--- config.mk ---
export PLATFORM = sky130hd
export DESIGN_NAME = tap_clksw_ctrl
export DESIGN_NICKNAME = d
export VERILOG_FILES = /design/src/rtl/tap_clksw_ctrl.sv
export SDC_FILE = /design/constraint.sdc
export NUM_CORES = 1
export LEC_CHECK = 0
export ABC_AREA = 1
export CORE_ASPECT_RATIO = 0.9
export CORE_MARGIN = 2
export CORE_UTILIZATION = 30
export CTS_CLUSTER_DIAMETER = 80
export DETAILED_ROUTE_END_ITERATION = 12
export PLACE_DENSITY = 0.54
export SYNTH_ARGS = -nofsm -noshare
export SYNTH_HDL_FRONTEND = slang
export SYNTH_SLANG_ARGS = --single-unit
--- constraint.sdc ---
create_clock -name clk_i -period 1.5 [get_ports clk_i]
set_input_delay 0.3 -clock clk_i [delete_from_list [all_inputs] [get_ports clk_i]]
set_output_delay 0.3 -clock clk_i [all_outputs]
set_load 0.03 [all_outputs]
--- src/rtl/tap_clksw_ctrl.sv ---
// Chip/test clock-select sequencer for the TAP clock multiplexer.
// Optional halt timeout: define TAP_CLKSW_TIMEOUT_EN to add the timeout_o port.
module tap_clksw_ctrl #(
  parameter int SYNC_STAGES   = 2,
  parameter int SETTLE_CYCLES = 4,
  parameter int HALT_TIMEOUT  = 255
) (
  input  logic clk_i,
  input  logic rst_ni,
  input  logic test_req_i,
  input  logic core_idle_i,
  output logic halt_req_o,
  output logic clk_gate_en_o,
  output logic clksel_o,
  output logic test_ack_o,
  output logic busy_o
`ifdef TAP_CLKSW_TIMEOUT_EN
  ,
  output logic timeout_o
`endif
);

  localparam int CNT_W = $clog2(SETTLE_CYCLES + 1);
  localparam logic [CNT_W-1:0] CNT_LOAD = CNT_W'(SETTLE_CYCLES - 1);

  typedef enum logic [2:0] {
    FUNC     = 3'd0,
    HALT     = 3'd1,
    GATE_OFF = 3'd2,
    SWITCH   = 3'd3,
    SETTLE   = 3'd4,
    GATE_ON  = 3'd5,
    TEST     = 3'd6
  } state_e;

  state_e           state_q, state_d;
  logic [CNT_W-1:0] cnt_q, cnt_d;
  logic             target_q, target_d;   // clksel value the running switch ends on
  logic [SYNC_STAGES-1:0] sync_q;
  logic             req_s;

  logic halt_d, gate_d, sel_d, ack_d, busy_d;

`ifdef TAP_CLKSW_TIMEOUT_EN
  localparam int HT_W = $clog2(HALT_TIMEOUT + 1);
  localparam logic [HT_W-1:0] HT_LAST = HT_W'(HALT_TIMEOUT - 1);
  logic [HT_W-1:0] halt_cnt_q, halt_cnt_d;
  logic            timeout_q, timeout_d;
`endif

  // test_req_i is asynchronous to clk_i; only the last stage is used.
  always_ff @(posedge clk_i or negedge rst_ni) begin
    if (!rst_ni) begin
      sync_q <= '0;
    end else begin
      // NOTE: sequential state uses non-blocking assignments so every flop samples pre-edge values.
      sync_q <= {sync_q[SYNC_STAGES-2:0], test_req_i};
    end
  end

  assign req_s = sync_q[SYNC_STAGES-1];

  always_comb begin
    // NOTE: every combinational output gets a default first, so no path can infer a latch.
    state_d  = state_q;
    cnt_d    = cnt_q;
    target_d = target_q;
`ifdef TAP_CLKSW_TIMEOUT_EN
    halt_cnt_d = halt_cnt_q;
    timeout_d  = timeout_q;
`endif

    unique case (state_q)
      FUNC: begin
        if (req_s) begin
          state_d  = HALT;
          target_d = 1'b0;
`ifdef TAP_CLKSW_TIMEOUT_EN
          halt_cnt_d = '0;
`endif
        end
      end
      HALT: begin
        if (core_idle_i) begin
          state_d = GATE_OFF;
          cnt_d   = CNT_LOAD;
        end
`ifdef TAP_CLKSW_TIMEOUT_EN
        else if (halt_cnt_q == HT_LAST) begin
          state_d   = GATE_OFF;
          cnt_d     = CNT_LOAD;
          timeout_d = 1'b1;
        end else begin
          halt_cnt_d = halt_cnt_q + HT_W'(1);
        end
`endif
      end
      GATE_OFF: begin
        if (cnt_q == '0) state_d = SWITCH;
        else             cnt_d   = cnt_q - CNT_W'(1);
      end
      SWITCH: begin
        state_d = SETTLE;
        cnt_d   = CNT_LOAD;
      end
      SETTLE: begin
        if (cnt_q == '0) state_d = GATE_ON;
        else             cnt_d   = cnt_q - CNT_W'(1);
      end
      GATE_ON: begin
        state_d = target_q ? FUNC : TEST;
      end
      TEST: begin
        // The core is still halted from the entry switch, so HALT is skipped.
        if (!req_s) begin
          state_d  = GATE_OFF;
          target_d = 1'b1;
          cnt_d    = CNT_LOAD;
        end
      end
      default: begin
        state_d = FUNC;
      end
    endcase

    // Moore outputs decoded from the next state, then registered below.
    halt_d = (state_d != FUNC);
    gate_d = !(state_d inside {GATE_OFF, SWITCH, SETTLE});
    ack_d  = (state_d == TEST);
    busy_d = (state_d inside {HALT, GATE_OFF, SWITCH, SETTLE, GATE_ON});
    sel_d  = clksel_o;
    if (state_d == SWITCH)    sel_d = target_q;
    else if (state_d == FUNC) sel_d = 1'b1;
    else if (state_d == TEST) sel_d = 1'b0;
  end

  always_ff @(posedge clk_i or negedge rst_ni) begin
    if (!rst_ni) begin
      state_q       <= FUNC;
      cnt_q         <= '0;
      target_q      <= 1'b1;
      halt_req_o    <= 1'b0;
      clk_gate_en_o <= 1'b1;
      clksel_o      <= 1'b1;
      test_ack_o    <= 1'b0;
      busy_o        <= 1'b0;
    end else begin
      state_q       <= state_d;
      cnt_q         <= cnt_d;
      target_q      <= target_d;
      halt_req_o    <= halt_d;
      clk_gate_en_o <= gate_d;
      clksel_o      <= sel_d;
      test_ack_o    <= ack_d;
      busy_o        <= busy_d;
    end
  end

`ifdef TAP_CLKSW_TIMEOUT_EN
  always_ff @(posedge clk_i or negedge rst_ni) begin
    if (!rst_ni) begin
      halt_cnt_q <= '0;
      timeout_q  <= 1'b0;
    end else begin
      halt_cnt_q <= halt_cnt_d;
      timeout_q  <= timeout_d;
    end
  end

  assign timeout_o = timeout_q;
`endif

endmodule

* Word level (Yosys, flattened, before mapping)
Index checks and enable logic that the tools add are counted.
** Cells by class
- Add/sub/neg operators :: 1
- Eq/ne operators :: 16
- Muxes and demuxes :: 17
- Reductions and logical operators :: 13
** Operator list (count)
- 2-to-1 mux 3 bit :: 9
- case mux 3 bit (7 select lines) :: 1
- == test 3 bit (second input constant) :: 6
- == test 3 x 2 -> 1 bit (second input constant) :: 4
- case mux 3 bit (4 select lines) :: 1
- logical NOT 3 bit :: 3
- nonzero test 3 bit :: 3
- != test 2 bit (second input constant) :: 4
- == test 3 x 1 -> 1 bit (second input constant) :: 2
- 2-to-1 mux 1 bit :: 5
- nonzero test 5 bit :: 1
- AND reduction 4 bit :: 1
- nonzero test 4 bit :: 1
- AND reduction 3 bit :: 1
- subtractor 3 x 1 -> 3 bit (second input constant) :: 1
- case mux 1 bit (2 select lines) :: 1
- nonzero test 2 bit :: 1
- OR reduction 2 bit :: 1
- logical NOT 1 bit :: 1
** Word-level totals
- Flip-flop bits (word level) :: 14
- Input port bits :: 4
- Logic and storage cells :: 56

* Depth between registers and ports, before layout
Gate-level depths: netlist (run 1).
- Word-level depth :: 7
- Gate-level depth with buffers :: 9

* Least setup slack after synthesis (run 1)
Ideal clock, no wire load.
- Path type :: flip-flop to flip-flop
- Start point :: reg target_q
- End point :: reg busy_o
- Library setup time :: 0.124 ns
- Data arrival time :: 1.054 ns
- Required time :: 1.376 ns
- Slack :: 0.322 ns
- Stages on the path, launching flop included :: 6
- Path buffers :: 0
- Cells stage by stage :: dfstp_2 inv_1 nand4_1 nand3_2 nor2_4 a21oi_1
** Between the ends
- Longest elaborated chain between the ends :: 4
- Elaborated cells between the ends (all ways) :: 8
- Those cells by class :: eq/ne (5); mux (2); reduce/logical (1)
** Ends and longest elaborated chain
- from (decl) :: RTL line 38 : logic target_q, target_d;
- from (signal assigned) :: RTL line 150 : target_q <= target_d;
- 2-to-1 mux 3 bit * :: RTL line 111 : state_d = target_q ? FUNC : TEST;
- case mux 3 bit (7 select lines) * :: RTL line 73 : unique case (state_q)
- named net state_d[1] :: RTL line 36 : state_e state_q, state_d;
- == test 3 x 1 -> 1 bit, or another cell as far along :: RTL line 130 : busy_d = (state_d inside {HALT, GATE_OFF, SWITCH, SETTLE, GATE_ON});
- nonzero test 5 bit * :: RTL line 130
- named net busy_d :: RTL line 42 : logic halt_d, gate_d, sel_d, ack_d, busy_d;
- to (signal assigned) :: RTL line 155 : busy_o <= busy_d;
- to (decl) :: RTL line 16 : output logic busy_o
Mark *: on every way through the listed nets, which the timed path passes. The rest lies on a longest branch.
A chain may end at the register's enable or synchronous reset.

* Final worst setup path (run 1)
- Start point :: reg clk_gate_en_o
- End point :: out clk_gate_en_o
** RTL lines
- from (decl) :: RTL line 13 : output logic clk_gate_en_o,
- from (signal assigned) :: RTL line 152 : clk_gate_en_o <= gate_d;
No word-level cell between the ends.

==> results of run 1 <==
## synth_stat cells
cell type and instances:
a21oi_2 1, o21ai_0 1, inv_1 9, or2_2 1, nand2_2 6, a32o_1 1, a21oi_1 2, nand3_1 2
dfrtp_1 11, o21ai_1 3, nor3_2 1, inv_2 4, nor2_1 5, nand2_1 12, nor2_4 2, ha_1 2
dfstp_2 3, buf_6 1, nand4_2 1, nand4_1 5, nand3_4 1, nand3_2 4
## through the flow
step	total power (uW)	util
2_1_floorplan	1481	-
3_3_place_gp	1694	0.3529
3_5_place_dp	1709	0.3529
4_1_cts	1956	0.3660
6_report	1942	0.3665
5_1_grt	2110	0.3665
## how the worst max path moves through the flow
stage	to	slack (ns)	cells after the start	start
after floorplan	busy_o	0.32	5	target_q
after detailed placement	clk_gate_en_o	0.05	1	clk_gate_en_o
after CTS	clk_gate_en_o	0.01	1	clk_gate_en_o
after global placement	clk_gate_en_o	0.05	1	clk_gate_en_o
final	clk_gate_en_o	0.05	1	clk_gate_en_o
after global routing	clk_gate_en_o	0.02	1	clk_gate_en_o
## final cells by class
class                           count  area (um^2)  share of cell area
Sequential cell                    14        354.1              0.4020
Multi-Input combinational cell     50        325.3              0.3693
Timing Repair Buffer                9        81.33             0.09233
Inverter                           13        48.80             0.05540
Clock buffer                        4        36.28             0.04119
Tap cell                           28        35.03             0.03977
## report_power, final
group	switching, uW	internal [uW]
Sequential	112	540
Clock	123	148
Combinational	655	364
Total	891	1050
## metal layers
| layer | part of all wire | GRT usage | wire [um] |
|---|---|---|---|
| met2 | 0.43 | 0.1392 | 544 |
| met4 | 0.025 | 0.08333 | 31 |
| met1 | 0.52 | 0.1408 | 662 |
| met5 | 0 | 0 | 0 |
| met3 | 0.019 | 0.01519 | 24 |
## layout by cell type, fill, tap and decap left out, types with 2 or more instances in the layout
master           count
a21oi_1              2
buf_4                2
clkbuf_4             3
clkdlybuf4s50_1      3
dfrtp_1             11
dfstp_2              3
dlygate4sd2_1        3
ha_1                 2
inv_1                9
inv_2                4
nand2_1             12
nand2_2              6
nand3_1              2
nand3_2              4
nand4_1              5
nor2_1               5
nor2_4               2
o21ai_1              3
## sequential cells by signal (all words and copies together), names as in the netlist
signal,cells
state_q,3
test_ack_o,1
cnt_q,3
halt_req_o,1
busy_o,1
target_q,1
sync_q,2
clksel_o,1
clk_gate_en_o,1
## cells by family after synthesis
family / Yosys count / synth area share
and+or+nand+nor: 40 / 0.3401
AOI/OAI and AO/OA: 8 / 0.06598
DFF: 14 / 0.4788
adders and majority gates: 2 / 0.03384
buffers and inverters: 14 / 0.08121
## timing repair
item / in CTS / in global routing
endpoints found under the hold margin: 0 / 0
pin swaps: 0 / 0
gates resized for setup: 4 / 1
setup endpoints to repair: 4 / 1
==> impl_metrics.env, run 1 <==
export IMPL_outcome="finished, final reports clean"
export IMPL_syn_num_nets=84
export IMPL_dp_hpwl_um=922.1
export IMPL_htreeDepth=1
export IMPL_critPathMaxFanout=1
export IMPL_post_cts_buffers=0
export IMPL_grt_max_degree=15
export IMPL_dieWidth_um=56.33
export IMPL_vdd_ir_drop_max_mv=0.9978
export IMPL_area_growth_pct=19.12
export IMPL_die_h_um=51.10
export IMPL_clk_pin_slew_worst_paths_ns=0.08
export IMPL_power_density_nw_per_um2=2204
export IMPL_critical_path_required_ns=1.20
export IMPL_p_leak_uw=0.0004281
export IMPL_syn_avg_cell_area_um2=9.480
export IMPL_dr_total_vias=531
export IMPL_fin_cells=118
export IMPL_grt_setup_unrepaired="no"
export IMPL_clk_latency_ns=0.28
export IMPL_drive_gt1_frac=0.3333
export IMPL_critical_path_max_stage_delay_ns=0.52
export IMPL_overflow=0
export IMPL_rr_worst_depth=6
export IMPL_route_detailed_drc=0
export IMPL_ys_ff_latch=14
export IMPL_r2r_end="cnt_q[1]"
export IMPL_clock_sinks=14
export IMPL_crit_buf_inv=1
export IMPL_period_minus_slack_ns=1.448
export IMPL_syn_area_um2=739.5
export IMPL_crit_family="flip-flops"
export IMPL_seq_area_frac_synth=0.4788
export IMPL_fin_area_um2=880.8
export IMPL_synth_cells=78
export IMPL_worst_pin_slew_ns=0.3641
export IMPL_drt_iter0_markers=14
export IMPL_cts_buffer_depth=2
export IMPL_worstHoldPathType="primary input to async pin"
export IMPL_cp_end_kind="primary output"
export IMPL_hold_viol=0
export IMPL_critPathArrivalTime_ns=1.15
export IMPL_finalWirelength_um=1263
export IMPL_wl_per_cell_um=10.70
export IMPL_holdBufCountCts=0
export IMPL_grt_total_usage=0.1017
export IMPL_vias_per_cell=4.500
export IMPL_num_antenna_cells=0
export IMPL_fmax_ghz=0.6906
export IMPL_whs_ns=0.3200
export IMPL_postPlaceCellArea_um2=848.3
export IMPL_ys_warnings_count=0
export IMPL_synth_top_area_frac=0.3723
export IMPL_routabilityCongestion=0.7698
export IMPL_criticalPathCategory="flip-flop to primary output"
export IMPL_r2r_slack_ns=0.16
export IMPL_io_pins=9
export IMPL_grt_pass1_vias=481
export IMPL_numCtsBuffers=3
export IMPL_fillCellCount=255
export IMPL_relSlewSlack=0.7573
export IMPL_antenna_found_initial=0
export IMPL_critPathLaunchType="flip-flop"
export IMPL_final_setup_viol_count=0
export IMPL_critical_path_reg2reg_startpoint="state_q[2]"
export IMPL_drv_slew=0
export IMPL_cts_tree="yes"
export IMPL_io_buffers=8
export IMPL_tns_ns=0
export IMPL_setup_slack_ns=0.05203
export IMPL_place_ws_ns=0.05339
export IMPL_nNetsFinal=97
export IMPL_coreArea_um2=2404
export IMPL_synth_cell_types=22
export IMPL_path_cells="clkdlybuf4s15_1"
export IMPL_firstDrtPassIters=4
export IMPL_fin_crit_sh=0.9653
export IMPL_cap_viol_max_count=0
export IMPL_grt_pass1_wl_um=2152
export IMPL_ys_top_cells_by_area="dfrtp_1, dfstp_2, nand2_1, nand3_2, nand2_2"
export IMPL_place_inst=114
export IMPL_root_buffer="clkbuf_4"
export IMPL_critPathSlowestCell="dfstp_2"
export IMPL_die_area_um2=2878
export IMPL_row_count=17
export IMPL_antenna_left=0
export IMPL_skew_ns=0.0004728
export IMPL_yosys_area_top_type="dfrtp_1"
export IMPL_start_util=0.3077
Note: power is estimated with default switching activity, not from simulation.
==> inputs of run 2 (changes only) <==
--- a/config.mk
+++ b/config.mk
@@ -9,7 +9,6 @@
 export CORE_ASPECT_RATIO = 0.9
 export CORE_MARGIN = 2
 export CORE_UTILIZATION = 30
-export CTS_CLUSTER_DIAMETER = 80
 export DETAILED_ROUTE_END_ITERATION = 12
 export PLACE_DENSITY = 0.54
 export SYNTH_ARGS = -nofsm -noshare
==> results of run 2 <==
Same layout as run 1: the final DEF is identical, and so are final timing and power.
==> inputs of run 3 (changes only) <==
--- a/config.mk
+++ b/config.mk
@@ -9,8 +9,11 @@
 export CORE_ASPECT_RATIO = 0.9
 export CORE_MARGIN = 2
 export CORE_UTILIZATION = 30
+export CTS_CLUSTER_DIAMETER = 40
+export CTS_CLUSTER_SIZE = 40
 export DETAILED_ROUTE_END_ITERATION = 12
 export PLACE_DENSITY = 0.54
+export SETUP_SLACK_MARGIN = 0.1
 export SYNTH_ARGS = -nofsm -noshare
 export SYNTH_HDL_FRONTEND = slang
 export SYNTH_SLANG_ARGS = --single-unit
==> run 3 against run 2 <==
Net effect: non-clock buffer count up 1; count of clock-buffer cells in the layout unchanged; fmax is 10% higher; cell area rose by 2.8%; combinational power rose by 6%; core utilization is 1.0 points higher; largest cell class unchanged; largest power group unchanged.
==> impl_metrics.env, run 3 (same netlist as run 1, synthesis figures left out) <==
export IMPL_final_setup_viol_count=0
export IMPL_num_antenna_cells=0
export IMPL_antenna_left=0
export IMPL_htreeDepth=1
export IMPL_wl_per_cell_um=10.65
export IMPL_coreArea_um2=2404
export IMPL_firstDrtPassIters=4
export IMPL_overflow=0
export IMPL_layout_common_cells="nand2_1, dfrtp_1, inv_1, nand2_2"
export IMPL_crit_end="halt_req_o"
export IMPL_row_count=17
export IMPL_grt_pass1_vias=481
export IMPL_rr_worst_depth=6
export IMPL_p_leak_uw=0.0004319
export IMPL_grt_setup_unrepaired="no"
export IMPL_whs_ns=0.3202
export IMPL_critical_path_reg2reg_startpoint="state_q[2]"
export IMPL_fillCellCount=254
export IMPL_criticalPathCategory="flip-flop to flip-flop"
export IMPL_grt_total_usage=0.1017
export IMPL_route_detailed_drc=0
export IMPL_critPathMaxFanout=9
export IMPL_cp_end_kind="flip-flop"
export IMPL_final_common_cell="nand2_1"
export IMPL_drive_gt1_frac=0.3956
export IMPL_skew_ns=0.001213
export IMPL_finalWirelength_um=1267
export IMPL_vdd_ir_drop_max_mv=0.9989
export IMPL_worstHoldPathType="primary input to async pin"
export IMPL_drv_slew=0
export IMPL_antenna_found_initial=0
export IMPL_critical_path_required_ns=1.66
export IMPL_hold_viol=0
export IMPL_postPlaceCellArea_um2=848.3
export IMPL_met3_usage=0.01519
export IMPL_grt_pass1_wl_um=2152
export IMPL_r2r_slack_ns=0.19
export IMPL_clock_sinks=14
export IMPL_numCtsBuffers=3
export IMPL_grt_use_met2=0.1392
export IMPL_dr_total_vias=537
export IMPL_critPathLaunchType="flip-flop"
export IMPL_clk_pin_slew_worst_paths_ns=0.09
export IMPL_power_density_nw_per_um2=2223
export IMPL_dp_hpwl_um=922.1
export IMPL_fin_area_um2=905.9
export IMPL_relSlewSlack=0.8004
export IMPL_die_h_um=51.10
export IMPL_multi_input_area_um2=345.3
export IMPL_cts_buffer_depth=2
export IMPL_period_minus_slack_ns=1.314
export IMPL_routabilityCongestion=0.7698
export IMPL_tns_ns=0
export IMPL_area_growth_pct=22.50
export IMPL_drt_iter0_markers=13
export IMPL_gr_usage_met1=0.1408
export IMPL_outcome="finished, final reports clean"
export IMPL_seq_area_um2=356.6
export IMPL_worst_pin_slew_ns=0.3006
export IMPL_io_buffers=8
export IMPL_dieWidth_um=56.33
export IMPL_fmax_ghz=0.7611
export IMPL_cap_viol_max_count=0
export IMPL_nNetsFinal=98
export IMPL_place_inst=114
export IMPL_fin_crit_sh=0.8759
export IMPL_grt_max_degree=15
export IMPL_crit_path_start="state_q[2]"
export IMPL_vias_per_cell=4.513
export IMPL_cts_tree="yes"
export IMPL_critPathArrivalTime_ns=1.48
export IMPL_clk_latency_ns=0.28
export IMPL_r2r_end="halt_req_o"
export IMPL_io_pins=9
export IMPL_start_util=0.3077
export IMPL_top_regs="cnt_q x3, state_q x3, sync_q x2"
export IMPL_finalCoreUtilization=0.3769
export IMPL_die_area_um2=2878
export IMPL_grt_busiest_layer="met1"
export IMPL_fin_cells=119
export IMPL_root_buffer="clkbuf_4"
==> run 3: cell types whose count changed in the layout (fill, tap and decap cells not counted), sizes merged <==
cell	delta
clkdlybuf4s15	-1
clkbuf	+1
buf	+1
==> run 3: metrics by stage <==
stage	setup WS, ns	total power (uW)
floorplan	0.3216	1481
global placement	0.05274	1694
detailed placement	0.05339	1709
CTS	0.01057	1956
global route	0.09551	2184
finish	0.1861	2014
==> run 3: worst min path at each step <==
stage / end / depth (start not counted) / slack (ns) / startpoint
floorplan: busy_o / 0 / 0.004 / rst_ni
global placement: sync_q[1] / 0 / 0.33 / sync_q[0]
detailed placement: sync_q[1] / 0 / 0.33 / sync_q[0]
CTS: cnt_q[2] / 2 / 0.32 / rst_ni
global route: cnt_q[2] / 2 / 0.32 / rst_ni
finish: cnt_q[2] / 2 / 0.32 / rst_ni
==> run 3: per-layer routing <==
layer	wire (um)	share of wire
met1	656	0.52
met4	31	0.024
met3	27	0.021
met5	0	0
met2	551	0.43
==> run 3: final cells by class <==
type,count,area share
Clock buffer,4,0.04006
Multi-Input combinational cell,50,0.3812
Sequential cell,14,0.3936
Inverter,13,0.05387
Tap cell,28,0.03867
Timing Repair Buffer,10,0.09254
==> run 3: power by group <==
part,leakage (uW),switching (uW),internal [uW],total [uW]
Clock,0.0000210,124,148,272
Sequential,0.000163,118,544,663
Combinational,0.000248,677,402,1080
Total,0.000432,920,1090,2010
==> run 3: worst max-delay path: stages (launching register included) <==
cell and delay (ns):
dfrtp_2 0.50, inv_1 0.16, nand2_2 0.09, nand3_2 0.13
nand3_4 0.10, nor2_4 0.15, nand2_2 0.08
==> run 3: repair_timing <==
| action | CTS | global route |
|---|---|---|
| resized for setup | 4 | 8 |
| endpoints found under the setup margin | 4 | 8 |
| endpoints found under the hold margin | 0 | 0 |
| setup buffers | 0 | 1 |
| pin swaps | 0 | 4 |
| hold buffers | 0 | 0 |
